`config.mk`:
```
export PLATFORM = sky130hd
export DESIGN_NAME = bus_xfer_sequencer
export DESIGN_NICKNAME = d
export VERILOG_FILES = /design/src/rtl/bus_xfer_sequencer.sv
export SDC_FILE = /design/constraint.sdc
export NUM_CORES = 1
export LEC_CHECK = 0
export ABC_AREA = 1
export CORE_MARGIN = 2
export CORE_UTILIZATION = 47
export DETAILED_ROUTE_END_ITERATION = 16
export PLACE_DENSITY = 0.81
export SLEW_MARGIN = 20
export SYNTH_ARGS = -nofsm -noshare
export SYNTH_HDL_FRONTEND = slang
export SYNTH_SLANG_ARGS = --single-unit
```
`constraint.sdc`:
```
create_clock -name one_shot_clock -period 2.4 [get_ports one_shot_clock]
set_input_delay 0.6 -clock one_shot_clock [delete_from_list [all_inputs] [get_ports one_shot_clock]]
set_output_delay 0.6 -clock one_shot_clock [all_outputs]
set_load 0.05 [all_outputs]
```
`src/rtl/bus_xfer_sequencer.sv`:
```
// Register-to-register transfer sequencer for the shared w_bus: queues requests in a
// 2-entry FIFO and runs each as a DRIVE cycle followed by a LATCH cycle.
module bus_xfer_sequencer #(
    parameter int N_REGS = 9,
    parameter int SRC_W  = 4
) (
    input  logic              one_shot_clock,
    input  logic              reset,
    input  logic              req_valid,
    output logic              req_ready,
    input  logic [SRC_W-1:0]  req_src,
    input  logic [N_REGS-1:0] req_dst,
    output logic [N_REGS-1:0] enable_out,
    output logic              ext_drive,
    output logic [N_REGS-1:0] latch_out,
    output logic              busy,
    output logic              done,
    output logic              err,
    output logic [7:0]        xfer_count,
    output logic [1:0]        fsm_state
);

    // Request handshake: an entry {req_src, req_dst} is taken on any rising edge where
    // req_valid && req_ready; the requester must hold the request while req_ready is low.
    typedef enum logic [1:0] {
        IDLE  = 2'd0,
        DRIVE = 2'd1,
        LATCH = 2'd2
    } state_t;

    state_t state, state_nxt;

    logic [SRC_W-1:0]  fifo_src [2];
    logic [N_REGS-1:0] fifo_dst [2];
    logic              wr_ptr, rd_ptr;
    logic [1:0]        occ;
    logic              push, pop;

    logic [SRC_W-1:0]  cur_src, cur_src_nxt;
    logic [N_REGS-1:0] cur_dst, cur_dst_nxt;
    logic              head_ok, self_xfer;
    logic              done_nxt, err_nxt;
    logic [N_REGS-1:0] enable_nxt, latch_nxt;
    logic              ext_nxt;

    // Ready looks only at occupancy before this edge, so a full FIFO gets no same-edge credit.
    assign req_ready = (occ != 2'd2);
    assign push      = req_valid && req_ready;
    assign busy      = (state != IDLE) || (occ != 2'd0);
    assign fsm_state = state;

    always_comb begin
        self_xfer = 1'b0;
        for (int i = 0; i < N_REGS; i++) begin
            if (fifo_src[rd_ptr] == SRC_W'(i) && fifo_dst[rd_ptr][i]) self_xfer = 1'b1;
        end
        head_ok = (fifo_src[rd_ptr] <= SRC_W'(N_REGS)) && (fifo_dst[rd_ptr] != '0) && !self_xfer;
    end

    always_comb begin
        state_nxt   = state;
        cur_src_nxt = cur_src;
        cur_dst_nxt = cur_dst;
        pop         = 1'b0;
        done_nxt    = 1'b0;
        err_nxt     = 1'b0;
        case (state)
            IDLE: begin
                if (occ != 2'd0) begin
                    pop = 1'b1;
                    if (head_ok) begin
                        state_nxt   = DRIVE;
                        cur_src_nxt = fifo_src[rd_ptr];
                        cur_dst_nxt = fifo_dst[rd_ptr];
                    end else begin
                        err_nxt = 1'b1;
                    end
                end
            end
            DRIVE: state_nxt = LATCH;
            LATCH: begin
                done_nxt  = 1'b1;
                state_nxt = IDLE;
                if (occ != 2'd0) begin
                    pop = 1'b1;
                    if (head_ok) begin
                        state_nxt   = DRIVE;
                        cur_src_nxt = fifo_src[rd_ptr];
                        cur_dst_nxt = fifo_dst[rd_ptr];
                    end else begin
                        err_nxt = 1'b1;
                    end
                end
            end
            default: state_nxt = IDLE;
        endcase

        // Strobes are decoded from the next state so they come straight out of flops.
        enable_nxt = '0;
        ext_nxt    = 1'b0;
        latch_nxt  = '0;
        if (state_nxt != IDLE) begin
            for (int i = 0; i < N_REGS; i++) enable_nxt[i] = (cur_src_nxt == SRC_W'(i));
            ext_nxt = (cur_src_nxt == SRC_W'(N_REGS));
        end
        if (state_nxt == LATCH) latch_nxt = cur_dst_nxt;
    end

    always_ff @(posedge one_shot_clock) begin
        if (reset) begin
            state      <= IDLE;
            wr_ptr     <= 1'b0;
            rd_ptr     <= 1'b0;
            occ        <= 2'd0;
            cur_src    <= '0;
            cur_dst    <= '0;
            enable_out <= '0;
            ext_drive  <= 1'b0;
            latch_out  <= '0;
            done       <= 1'b0;
            err        <= 1'b0;
            xfer_count <= 8'd0;
        end else begin
            state      <= state_nxt;
            cur_src    <= cur_src_nxt;
            cur_dst    <= cur_dst_nxt;
            enable_out <= enable_nxt;
            ext_drive  <= ext_nxt;
            latch_out  <= latch_nxt;
            done       <= done_nxt;
            err        <= err_nxt;
            if (done_nxt) xfer_count <= xfer_count + 8'd1;
            if (push) wr_ptr <= ~wr_ptr;
            if (pop) rd_ptr <= ~rd_ptr;
            case ({push, pop})
                2'b10:   occ <= occ + 2'd1;
                2'b01:   occ <= occ - 2'd1;
                default: occ <= occ;
            endcase
        end
    end

    always_ff @(posedge one_shot_clock) begin
        if (push) begin
            fifo_src[wr_ptr] <= req_src;
            fifo_dst[wr_ptr] <= req_dst;
        end
    end

endmodule

```
==> results of run 1 <==
## registers in the layout (all words and copies together) (netlist names), 2 cells and up, named ones only
register and flops:
fsm_state 2, xfer_count 8, latch_out 9, fifo_src 8
cur_src 4, enable_out 9, occ 2, fifo_dst 18
cur_dst 9
## per-stage QoR
step	util	power [W]	hold WS [ns]	instances
after CTS	0.595	0.00427	0.452	485
after global routing	0.598	0.00461	0.483	485
final	0.598	0.00428	0.452	485
after detailed placement	0.567	0.00340	0.442	469
after floorplan	-	0.00304	0.426	347
after global placement	0.567	0.00333	0.436	469
## layout by cell type, fill, tap and decap left out, types with 4 or more instances in the layout
cell             count
nand2_1             88
dfxtp_1             49
clkdlybuf4s50_1     46
nor2_1              44
inv_1               44
edfxtp_1            26
o21ai_0             19
nand3_1             16
clkbuf_8            11
a21oi_1             10
o211ai_1             9
nand2_2              8
buf_4                6
nor3_1               5
nand4_1              4
## metal layers
metal,vias to the layer above,track usage
met4,0,0.0792
met5,-,0
li1,1222,-
met3,7,0.0663
met1,1070,0.213
met2,65,0.280
## worst reg2reg max path: cells and delay by family (launching register included)
family / cells / cell delay, ns
compound gates: 1 / 0.10
flops: 1 / 0.48
simple gates: 8 / 1.16
buf+inv: 2 / 0.30
## timing repair
action                     4_1_cts  5_1_grt
resized for setup                0        6
setup endpoints to repair        0       12
buffers inserted                 0        0
## layout make-up
type / instances / area [µm²] / share of cell area
clock inverters: 2 / 10.0 / 0.00267
multi-input cells: 217 / 1010 / 0.269
inverters: 46 / 178 / 0.0473
repair buffers: 54 / 531 / 0.141
well taps: 77 / 96.3 / 0.0257
clock buffers: 14 / 166 / 0.0443
flip-flops and latches: 75 / 1760 / 0.469
## power by group
part / internal [W] / switching [W] / total, W
Sequential: 0.00157 / 0.000135 / 0.00170
Clock: 0.000441 / 0.000431 / 0.000872
Combinational: 0.000517 / 0.00119 / 0.00171
## cell families (layout without fill, tap and decap cells)
logic type	count (synthesis)	count (layout)	share of synthesized area
flops	75	75	0.587
simple gates	172	172	0.245
fa+ha+maj	2	2	0.00834
compound gates	43	43	0.0804
buf+inv	55	116	0.0792
## how the worst min path moves through the flow
stage	startpoint	end	slack, ns	depth (start not counted)
final	xfer_count[7]	xfer_count[7]	0.45	1
after global routing	rd_ptr	rd_ptr	0.48	1
after CTS	rd_ptr	rd_ptr	0.45	1
after detailed placement	rd_ptr	rd_ptr	0.44	1
after global placement	rd_ptr	rd_ptr	0.44	1
after floorplan	rd_ptr	register	0.43	1
## synth_stat cells
cell type  instances  share of area
ha_1               2         0.0083
nand3_1           16          0.027
o21ai_1            3         0.0050
nand4_1            4         0.0083
o21bai_1           1         0.0025
nor2_4             1         0.0038
buf_6              3          0.011
buf_1              1         0.0012
o21ai_0           19          0.032
a31oi_1            1         0.0021
or2_2              2         0.0042
edfxtp_1          26           0.26
nor2_2             1         0.0021
o211ai_1           9          0.023
buf_4              1         0.0025
nor2_1            44          0.055
inv_1             44          0.055
clkbuf_1           2         0.0025
inv_2              1         0.0012
nor3_1             5         0.0083
buf_2              2         0.0033
or2_0              2         0.0042
inv_4              1         0.0021
nand3_4            1         0.0058
dfxtp_1           49           0.33
nand2_1           88           0.11
nand2_2            8          0.017
a21oi_1           10          0.017
==> results.yml, run 1 <==
clock_network:
  htreeDepth: 3
  cts-root-buf: "clkbuf_8"
  clk_latency_ns: 0.35
  clock_sinks: 75
  clk_path_buf_depth: 2
  cts_buffers: 9
  cts_tree: "done"
  hold_buffers: 0
  clkSlewWorstSetupHoldPaths_ns: 0.07
timing:
  layout_setup_ws_ns: 0.226
  finalHoldViolations: 0
  worstMarginPinSlew_ns: 0.516
  setup_viol: 0
  rsz0062_at_grt: "no"
  fin_crit_sh: 0.906
  fin_crit_ns: 2.17
  fmax_mhz: 460
  maxSlewHeadroom: 0.655
  slew_violations: 0
  fin_setup_tns_ns: 0
  skew_ns: 0.00652
synthesis:
  syn-num-nets: 365
  synthesis.area_um2: 3000
  yosys_warnings: 0
  ys_seq_area_frac: 0.587
  yosysUniqueCellTypes: 28
  post_synth.cell_area_avg_um2: 8.65
  ys_seq_elements: 75
  synthCells: 347
critical_path:
  crit_chain: "clkdlybuf4s50_1"
  r2r_cells: 11
  crit_cells: 1
  critPathLaunchType: "register"
  crit_arrival_ns: 1.57
  required_ns: 1.80
  critical_path_buf_inv_count: 1
  cp_slowest_stage_delay_ns: 0.83
  slowest_stage: "clkdlybuf4s50_1"
  path_max_fanout: 5
  r2r_slack_ns: 0.26
  endpoint: "xfer_count[4]"
  worstReg2RegEnd: "latch_out[6]"
  cp-startpoint: "xfer_count[4]"
  end_kind: "output pin"
  criticalPathCategory: "reg -> out"
  critPathTopFamily: "buffers and inverters"
die:
  rows: 29
  die_x_um: 83.9
  core-area_um2: 6280
  dieArea_um2: 7040
  die_y_um: 83.9
  start_util: 0.478
  ios: 49
layout:
  fillers: 529
  drive_above_1_share: 0.0907
  diodes: 0
  design_area_um2: 3750
  synthToLayoutAreaGrowth_pct: 25.0
  nNetsFinal: 421
routing:
  drc: 0
  first_pass_iters: 4
  dr_wl_met3_um: 326
  met2_length_um: 2630
  routedWlPerCell_um: 11.6
  antenna_left: 0
  vias: 2364
  met1_length_um: 2590
  vias_per_cell: 4.87
  drt_iter0_drc: 160
  wl_um: 5640
  highest_layer: "met4"
placed_design:
  io_buffer_count: 48
  dpl_cell_area_um2: 3560
  place.gp.congestion: 0.811
  hpwl_um: 4130
  dp_slack_ns: 0.232
flow_run:
  cap_violations: 0
global_route:
  grt_remaining_overflow: 0
  grt_first_pass_wirelength_um: 9890
  grt_pass1_vias: 2283
  antenna_found_initial: 0
  grt_max_degree: 24
  grt_use_total: 0.176
power_and_ir_drop:
  power_density_nw_per_um2: 1140
  ir_drop_uv: 526
  power_leakage_nw: 1.63
hold_path:
  holdCritPathClass: "reg -> reg"
status:
  status: "finished, final reports clean"
Power figures use the tool's default switching activity.
==> run 2: changes to the inputs <==
--- a/config.mk
+++ b/config.mk
@@ -9,6 +9,7 @@
 export CORE_MARGIN = 2
 export CORE_UTILIZATION = 47
 export DETAILED_ROUTE_END_ITERATION = 16
+export HOLD_SLACK_MARGIN = 0.15
 export PLACE_DENSITY = 0.81
 export SLEW_MARGIN = 20
 export SYNTH_ARGS = -nofsm -noshare
==> results of run 2 <==
No change in the layout: final DEF, timing and power equal those of run 1.
==> run 3: changes to the inputs <==
--- a/config.mk
+++ b/config.mk
@@ -9,6 +9,7 @@
 export CORE_MARGIN = 2
 export CORE_UTILIZATION = 47
 export DETAILED_ROUTE_END_ITERATION = 16
+export GPL_TIMING_DRIVEN = 0
 export HOLD_SLACK_MARGIN = 0.15
 export PLACE_DENSITY = 0.81
 export SLEW_MARGIN = 20
==> results.yml, run 3 (synthesis results as in run 1) <==
global_route:
  grt_pass1_vias: 2197
  grt_first_pass_wirelength_um: 9560
  antenna_found_initial: 0
  grt_use_total: 0.168
  grt_remaining_overflow: 0
  grt_max_degree: 15
timing:
  fmax_mhz: 434
  setup_viol: 0
  fin_crit_ns: 2.31
  hold_slack_ns: 0.457
  rsz0062_at_grt: "no"
  slew_violations: 0
  skew_ns: 0.00340
  finalHoldViolations: 0
  worstMarginPinSlew_ns: 0.722
  maxSlewHeadroom: 0.518
  fin_crit_sh: 0.961
clock_network:
  clk_path_buf_depth: 2
  hold_buffers: 0
  cts_buffers: 9
  postCtsSetupBuffers: 0
  cts_tree: "done"
  clock_sinks: 75
  cts-root-buf: "clkbuf_8"
  cts-resized-gates: 0
  clk_latency_ns: 0.34
  htreeDepth: 3
  clkSlewWorstSetupHoldPaths_ns: 0.07
critical_path:
  criticalPathCategory: "reg -> out"
  required_ns: 1.80
  end_kind: "output pin"
  slowest_stage: "clkdlybuf4s50_1"
  path_max_fanout: 6
  critPathLaunchType: "register"
  critical_path_buf_inv_count: 1
  critPathTopFamily: "buffers and inverters"
  cp_slowest_stage_delay_ns: 0.80
  crit_chain: "nor2_1, nand3_1, clkdlybuf4s50_1"
  r2r_slack_ns: 0.31
  crit_arrival_ns: 1.71
routing:
  routedWlPerCell_um: 11.4
  wl_um: 5560
  first_pass_iters: 4
  vias_per_cell: 4.90
  vias: 2384
  drt_iter0_drc: 146
  antenna_left: 0
  drc: 0
layout:
  diodes: 0
  nNetsFinal: 423
  largest_reg_flops: 18
  drive_above_1_share: 0.0854
  finish.utilization: 0.596
  fillers: 558
  mostFrequentLayoutCell: "nand2_1"
  regMostFlops: "fifo_dst"
  synthToLayoutAreaGrowth_pct: 24.6
  layout_common_cells: "nand2_1, dfxtp_1, clkdlybuf4s50_1, inv_1, nor2_1"
flow_run:
  cap_violations: 0
die:
  dieArea_um2: 7040
  ios: 49
  die_y_um: 83.9
  rows: 29
  core-area_um2: 6280
  die_x_um: 83.9
  start_util: 0.478
power_and_ir_drop:
  power_density_nw_per_um2: 1150
  power_leakage_nw: 1.61
  ir_drop_uv: 640
  power_w: 0.00430
placed_design:
  io_buffer_count: 47
  place.gp.congestion: 0.814
  hpwl_um: 4030
status:
  status: "finished, final reports clean"
hold_path:
  holdCritPathClass: "reg -> reg"
## run 3: power breakdown
part / switching (W) / internal (W) / total, W
logic: 0.00122 / 0.000564 / 0.00178
registers: 0.000114 / 0.00157 / 0.00168
clock network: 0.000426 / 0.000405 / 0.000831
total: 0.00176 / 0.00254 / 0.00430
## run 3: final timing paths
path,from,to,depth (start not counted)
worst max-delay path,occ[0],busy,3
worst min-delay path,xfer_count[7],xfer_count[7],1
worst max register to register,register,cur_dst[4],15
worst min register to register,xfer_count[7],xfer_count[7],1
## run 3: metrics by stage
| stage | setup TNS [ns] | cells | cell area (µm²) | worst slack, ns |
|---|---|---|---|---|
| floorplan | 0 | 347 | 3000 | 0.428 |
| global placement | -0.915 | 471 | 3570 | -0.0547 |
| detailed placement | -2.19 | 471 | 3570 | -0.0913 |
| CTS | 0 | 487 | 3730 | 0.0734 |
| global route | 0 | 487 | 3740 | 0.00782 |
| finish | 0 | 487 | 3740 | 0.0934 |
## run 3: per-layer routing
metal | share of wire | track usage | routed length (µm) | vias up
met4 | 0.010 | 0.0645 | 57 | 0
met5 | 0 | 0 | 0 | -
li1 | - | - | - | 1222
met2 | 0.49 | 0.276 | 2710 | 56
met1 | 0.45 | 0.210 | 2520 | 1100
met3 | 0.048 | 0.0475 | 269 | 6
## run 3: layout make-up
class / instances / area [µm²] / share of cell area
Sequential cell: 75 / 1760 / 0.471
Tap cell: 77 / 96.3 / 0.0258
Clock buffer: 14 / 153 / 0.0408
Multi-Input combinational cell: 217 / 1010 / 0.269
Inverter: 46 / 175 / 0.0468
Clock inverter: 2 / 11.3 / 0.00301
Timing Repair Buffer: 47 / 473 / 0.126
Buffer: 9 / 62.6 / 0.0167
